## config.mk

```make
export PLATFORM = sky130hd
export DESIGN_NAME = pipeline_hazard
export DESIGN_NICKNAME = d
export VERILOG_FILES = /design/src/rtl/pipeline_hazard.sv
export SDC_FILE = /design/constraint.sdc
export NUM_CORES = 1
export LEC_CHECK = 0
export CAP_MARGIN = 20
export CORE_MARGIN = 3
export CORE_UTILIZATION = 28
export CTS_CLUSTER_DIAMETER = 30
export DETAILED_ROUTE_END_ITERATION = 8
export PLACE_DENSITY_LB_ADDON = 0.3
export SYNTH_ARGS = -nofsm -noshare
export SYNTH_HDL_FRONTEND = slang
export SYNTH_SLANG_ARGS = --single-unit
```

## constraint.sdc

```tcl
create_clock -name clk -period 4.7 [get_ports clk]
set_input_delay 1.175 -clock clk [delete_from_list [all_inputs] [get_ports clk]]
set_output_delay 1.175 -clock clk [all_outputs]
set_load 0.02 [all_outputs]
```

## src/rtl/pipeline_hazard.sv

```systemverilog
// Hazard unit: load-use / RAW stalls, taken-branch flush, operand forwarding selects.
// Optional FORWARD_EN: forward from MEM/WB and stall only on load-use; otherwise stall on any RAW match.
module pipeline_hazard (
  input  logic        clk,
  input  logic        rst,
  input  logic [1:0]  id_rs_a,
  input  logic [1:0]  id_rs_b,
  input  logic        id_use_a,
  input  logic        id_use_b,
  input  logic [1:0]  ex_ra,
  input  logic        ex_reg_en,
  input  logic        ex_is_load,
  input  logic [1:0]  mem_ra,
  input  logic        mem_reg_en,
  input  logic [1:0]  wb_ra,
  input  logic        wb_reg_en,
  input  logic        ex_br_taken,
  output logic        pc_stall,
  output logic        if_id_stall,
  output logic        if_id_flush,
  output logic        id_ex_bubble,
  output logic [1:0]  fwd_a_sel,
  output logic [1:0]  fwd_b_sel,
  output logic [15:0] stall_cnt,
  output logic [15:0] flush_cnt
);

  // state  | meaning
  // RUN    | normal issue, hazards evaluated every cycle
  // LSTALL | cycle after a load-use stall; load result now reachable from MEM
  // FLUSH  | second flush cycle while the PC loads the branch target
  typedef enum logic [1:0] {RUN = 2'd0, LSTALL = 2'd1, FLUSH = 2'd2} state_t;

  state_t state, state_nxt;

  // hit bit order: [0] EX, [1] MEM, [2] WB
  logic [2:0] hit_a, hit_b;
  logic       load_use, raw_stall;

  assign hit_a[0] = id_use_a && ex_reg_en  && (id_rs_a == ex_ra);
  assign hit_a[1] = id_use_a && mem_reg_en && (id_rs_a == mem_ra);
  assign hit_a[2] = id_use_a && wb_reg_en  && (id_rs_a == wb_ra);
  assign hit_b[0] = id_use_b && ex_reg_en  && (id_rs_b == ex_ra);
  assign hit_b[1] = id_use_b && mem_reg_en && (id_rs_b == mem_ra);
  assign hit_b[2] = id_use_b && wb_reg_en  && (id_rs_b == wb_ra);

  assign load_use = ex_is_load && (hit_a[0] || hit_b[0]);

`ifdef FORWARD_EN
  function automatic logic [1:0] nearest_src(input logic [2:0] hit);
    if (hit[1]) return 2'b01;
    if (hit[2]) return 2'b10;
    return 2'b00;
  endfunction

  assign raw_stall = load_use;
  assign fwd_a_sel = rst ? 2'b00 : nearest_src(hit_a);
  assign fwd_b_sel = rst ? 2'b00 : nearest_src(hit_b);
`else
  assign raw_stall = (|hit_a) || (|hit_b);
  assign fwd_a_sel = 2'b00;
  assign fwd_b_sel = 2'b00;
`endif

  always_ff @(posedge clk) begin
    if (rst) state <= RUN;
    else     state <= state_nxt;
  end

  always_comb begin
    state_nxt    = RUN;
    pc_stall     = 1'b0;
    if_id_stall  = 1'b0;
    if_id_flush  = 1'b0;
    id_ex_bubble = 1'b0;
    if (rst) begin
      state_nxt = RUN;
    end else if (ex_br_taken) begin
      if_id_flush  = 1'b1;
      id_ex_bubble = 1'b1;
      state_nxt    = FLUSH;
    end else if (state == FLUSH) begin
      if_id_flush  = 1'b1;
      id_ex_bubble = 1'b1;
    end else if (raw_stall) begin
      pc_stall     = 1'b1;
      if_id_stall  = 1'b1;
      id_ex_bubble = 1'b1;
`ifdef FORWARD_EN
      state_nxt    = LSTALL;
`endif
    end
  end

  always_ff @(posedge clk) begin
    if (rst) begin
      stall_cnt <= '0;
      flush_cnt <= '0;
    end else begin
      if (pc_stall && (stall_cnt != 16'hFFFF))
        stall_cnt <= stall_cnt + 16'd1;
      if (if_id_flush && (flush_cnt != 16'hFFFF))
        flush_cnt <= flush_cnt + 16'd1;
    end
  end

endmodule

```

## After elaboration in Yosys (flattened, before gate mapping)

Index checks and enable logic that the tools add are counted.

- Reduce and logical (&&, ||, !) cells: 17
- $add $sub $neg: 2
- Muxes and demuxes: 11
- Eq/ne operators: 9

Operators with widths:

| operator | count |
|---|---|
| $add A16 B1 Y16 const B | 2 |
| $ne A16 B16 Y1 const B | 2 |
| $logic_and A1 B1 Y1 | 14 |
| $eq A2 B2 Y1 | 6 |
| $mux W1 | 10 |
| $reduce_or A3 Y1 | 2 |
| $eq A2 B2 Y1 const B | 1 |
| $mux W2 | 1 |
| $logic_or A1 B1 Y1 | 1 |

- Logic and storage cells: 42
- Register bits after elaboration: 34
- Output and inout bits: 40
- Bits of input ports: 19

## Longest topological paths before layout

- Word-level depth: 9
- Gate-level depth with buffers: 8
- Gate-level depth less buffers: 7

## Worst setup path before layout

No wires, ideal clock.

- Path kind: input port to output port
- From: in mem_ra[1]
- To: out pc_stall
- Stages on the path: 8
- Path buffers: 3
- Required time: 3525 ps
- Data arrival time: 2908 ps
- Slack: 617 ps
- Cell sequence: xnor2_1 -> nand4_1 -> nand4_1 -> a21oi_2 -> clkbuf_1 -> clkbuf_8 -> nor4_1 -> buf_4

- Word-level cells in the longest chain between the ends: 8
- Elaborated cells on any way between the ends: 11
- Classes of those cells: eq/ne: 2; mux: 4; reduce/logical: 5

Ends and longest elaborated chain:

| item | RTL line | RTL |
|---|---|---|
| from (decl) | 13 | `input logic [1:0] mem_ra,` |
| $eq A2 B2 Y1 (on tied branches) | 41, 44 |  |
| $logic_and A1 B1 Y1 (on tied branches) | 41, 44 |  |
| $reduce_or A3 Y1 | 60 | `assign raw_stall = (\|hit_a) \|\| (\|hit_b);` |
| $logic_or A1 B1 Y1 * | 60 |  |
| $mux W1 * (4 in series) | n/a |  |
| to (decl) | 18 | `output logic pc_stall,` |

Mark *: on every way between the ends. The rest lies on a longest branch, timed or not.

## Worst setup path after layout

- From: in id_rs_b[1]
- To: out pc_stall

- Word-level cells in the longest chain between the ends: 8
- Elaborated cells on any way between the ends: 12
- Classes of those cells: eq/ne: 3; mux: 4; reduce/logical: 5

Ends and longest elaborated chain:

| item | RTL line | RTL |
|---|---|---|
| from (decl) | 7 | `input logic [1:0] id_rs_b,` |
| $eq A2 B2 Y1 (on tied branches) | 43, 44, 45 |  |
| $logic_and A1 B1 Y1 (on tied branches) | 43, 44, 45 |  |
| $reduce_or A3 Y1 * | 60 |  |
| $logic_or A1 B1 Y1 * | 60 |  |
| $mux W1 * | 85 | `end else if (raw_stall) begin` |
| $mux W1 * | 82 | `end else if (state == FLUSH) begin` |
| $mux W1 * | 78 | `end else if (ex_br_taken) begin` |
| $mux W1 * | 76 | `if (rst) begin` |

Marks and branches as above.

==> results.ini <==
[hold_path]
holdCritStartpoint = stall_cnt[14]
worstHoldPathType = reg -> reg
holdPathEnd = stall_cnt[14]
hold-path-cell-count = 2

[setup_path]
rr_startpoint = stall_cnt[8]
crit_path_end_kind = primary output
reg2reg_depth = 7
worstPathCellList = clkdlybuf4s50_1, xnor2_1, nand4_1, nand4_1, a21oi_2, nor4_1, clkdlybuf4s50_1
path_buf_inv = 2
critical_path.slowest_cell = clkdlybuf4s50_1
critical_path_class = in -> out
crit_path_start_kind = input port
slowest_delay_ps = 690
path_max_fanout = 3
worstPathRequired_ps = 3520
rrSetupSlack_ps = 2240
arrival_ps = 3150
r2r_end = stall_cnt[12]
critical-path-top-delay-family = buffers and inverters

[job]
max_cap_violations = 0

[cells_and_area]
fin_nets = 292
fin_area_um2 = 2510
finalCoreUtilization = 0.409
area_delta_synth_final_pct = 36.7
drive_gt1_frac = 0.0772
diodes = 0

[power_and_ir_drop]
p_seq_frac = 0.446
p_comb_frac = 0.128
p_int_mw = 0.495
vdd_ir_drop_max_mv = 0.111
clkPwrFrac = 0.426
p_switching_mw = 0.150
p_sw_frac = 0.233
p_per_area_nw_per_um2 = 257
power.static_leakage_nw = 0.806

[routing]
drt-pass1-iter-count = 4
vias_per_cell = 4.90
vias = 1699
wl_per_cell_um = 12.7
drtIter0Drc = 113
route.antenna.remaining_nets = 0
drt_wl_total_um = 4400
drc = 0

[timing]
period_share = 0.921
rsz0062_at_grt = false
setup_violations = 0
slew_headroom = 0.407
fin_crit_ps = 4330
worst_pin_slew_ps = 877
hold_slack_ps = 504
maxSlewViolCount = 0
hold_violations = 0
fmax_ghz = 0.231
timing.setup.tns_ps = 0
skew_ps = 10.4

[floorplan]
io_pins = 59
rows = 28
floorplan.die_area_um2 = 7560
core-area_um2 = 6130
die_w_um = 87.0
die_h_um = 87.0
start_util = 0.299

[cts]
clkTransAtPathRegs_ps = 70
cts_resized = 0
clockBufferDepth = 2
h-tree-depth = 2
numCtsBuffers = 5
insertion_delay_ps = 280
cts_tree = done
cts_hold_buf = 0
clock-root-buffer = clkbuf_8
clock_sinks = 33
post-cts-setup-buffer-count = 0

[synth]
synth-seq-area-share = 0.360
netlist.area_leader.share = 0.360
synthFlopType = dfxtp_1
synth_area_leaders = dfxtp_1 (36%), xnor2_1 (9.5%), nor2_1 (5.5%)
async_flop_share = 0
yosysMostFrequentCell = dfxtp_1
ys_seq_elements = 33
synth_area_per_cell_um2 = 8.38
ys.warnings.count = 0
post-synth-top-area-cell = dfxtp_1
postSynthCellCount = 219
synth-edff-count = 0
netlist_top_cells_count = dfxtp_1 (33), nor2_1 (27), xnor2_1 (20), nand2_1 (15)
synth_cell_type_count = 35
synth_area_um2 = 1840

[global_route]
grt_max_degree = 45
grt_pass1_wl_um = 7300
grt_pass1_vias = 1562
antenna_found_initial = 0
grtUsageTotal = 0.120
grt-ovfl-total = 0

[place]
port_buffers = 53
place.gp.congestion = 0.698
dp_hpwl_um = 3320
placed_area_um2 = 2390

[outcome]
status = finished, final reports clean

## flip-flops by register name, summed over array words and instances (netlist names)
register   count
flush_cnt     16
stall_cnt     16
state          1
## logic make-up after synthesis
| kind of cell | after synthesis | share of synthesized area |
|---|---|---|
| adder cells (fa/ha/maj) | 2 | 0.0136 |
| buffers and inverters | 16 | 0.0607 |
| AND/OR/NAND/NOR | 108 | 0.314 |
| XOR/XNOR | 27 | 0.129 |
| other | 1 | 0.00204 |
| multiplexers | 6 | 0.0361 |
| flip-flops | 33 | 0.360 |
| AO/OA/AOI/OAI | 26 | 0.0852 |
## area by class of cell
class,instances,area (µm²)
Clock buffer,7,86.3
Tap cell,75,93.8
Fill cell,621,3620
Sequential cell,33,661
Clock inverter,1,30.0
Timing Repair Buffer,57,561
Inverter,1,3.75
Multi-Input combinational cell,173,1070
## per-layer routing
| metal | vias up | GRT usage | part of all wire |
|---|---|---|---|
| met5 | - | 0 | 0 |
| li1 | 882 | - | - |
| met3 | 6 | 0.0303 | 0.044 |
| met2 | 34 | 0.188 | 0.45 |
| met1 | 777 | 0.161 | 0.49 |
| met4 | 0 | 0.0425 | 0.012 |
## power by group through the flow
stage / registers, mW / clock network [mW] / logic, mW
finish: 0.288 / 0.275 / 0.0828
global route: 0.288 / 0.299 / 0.0914
CTS: 0.288 / 0.284 / 0.0838
detailed placement: 0.294 / 0 / 0.0835
global placement: 0.294 / 0 / 0.0831
floorplan: 0.297 / 0 / 0.0492
## per-stage QoR
stage               setup WS [ps]  total power, mW  std cells
finish                        372            0.645        347
global route                 76.8            0.679        347
CTS                           294            0.655        347
detailed placement            318            0.378        339
global placement              312            0.377        339
floorplan                     617            0.346        222
## worst min-delay path: cells and delay by family, from the launching register on
family / cells / cell delay (ps)
flops: 1 / 340
compound gates: 2 / 120
## placed cells by master (no fill, tap or decap), types with 10 or more instances in the layout
| master | count |
|---|---|
| clkdlybuf4s50_1 | 53 |
| dfxtp_1 | 33 |
| nor2_1 | 27 |
| xnor2_1 | 20 |
| nand2_1 | 15 |
| nand3_1 | 12 |
| nand4_1 | 12 |
| a21oi_1 | 11 |
| nor4_1 | 10 |
## worst max-delay path by stage
stage / startpoint / end / cells past startpoint
floorplan: mem_ra[1] / pc_stall / 8
global placement: id_rs_b[1] / pc_stall / 7
detailed placement: id_rs_b[1] / pc_stall / 7
CTS: id_rs_b[1] / pc_stall / 7
global route: id_rs_b[1] / pc_stall / 7
finish: id_rs_b[1] / pc_stall / 7
Note: power is estimated with default switching activity, not from simulation.
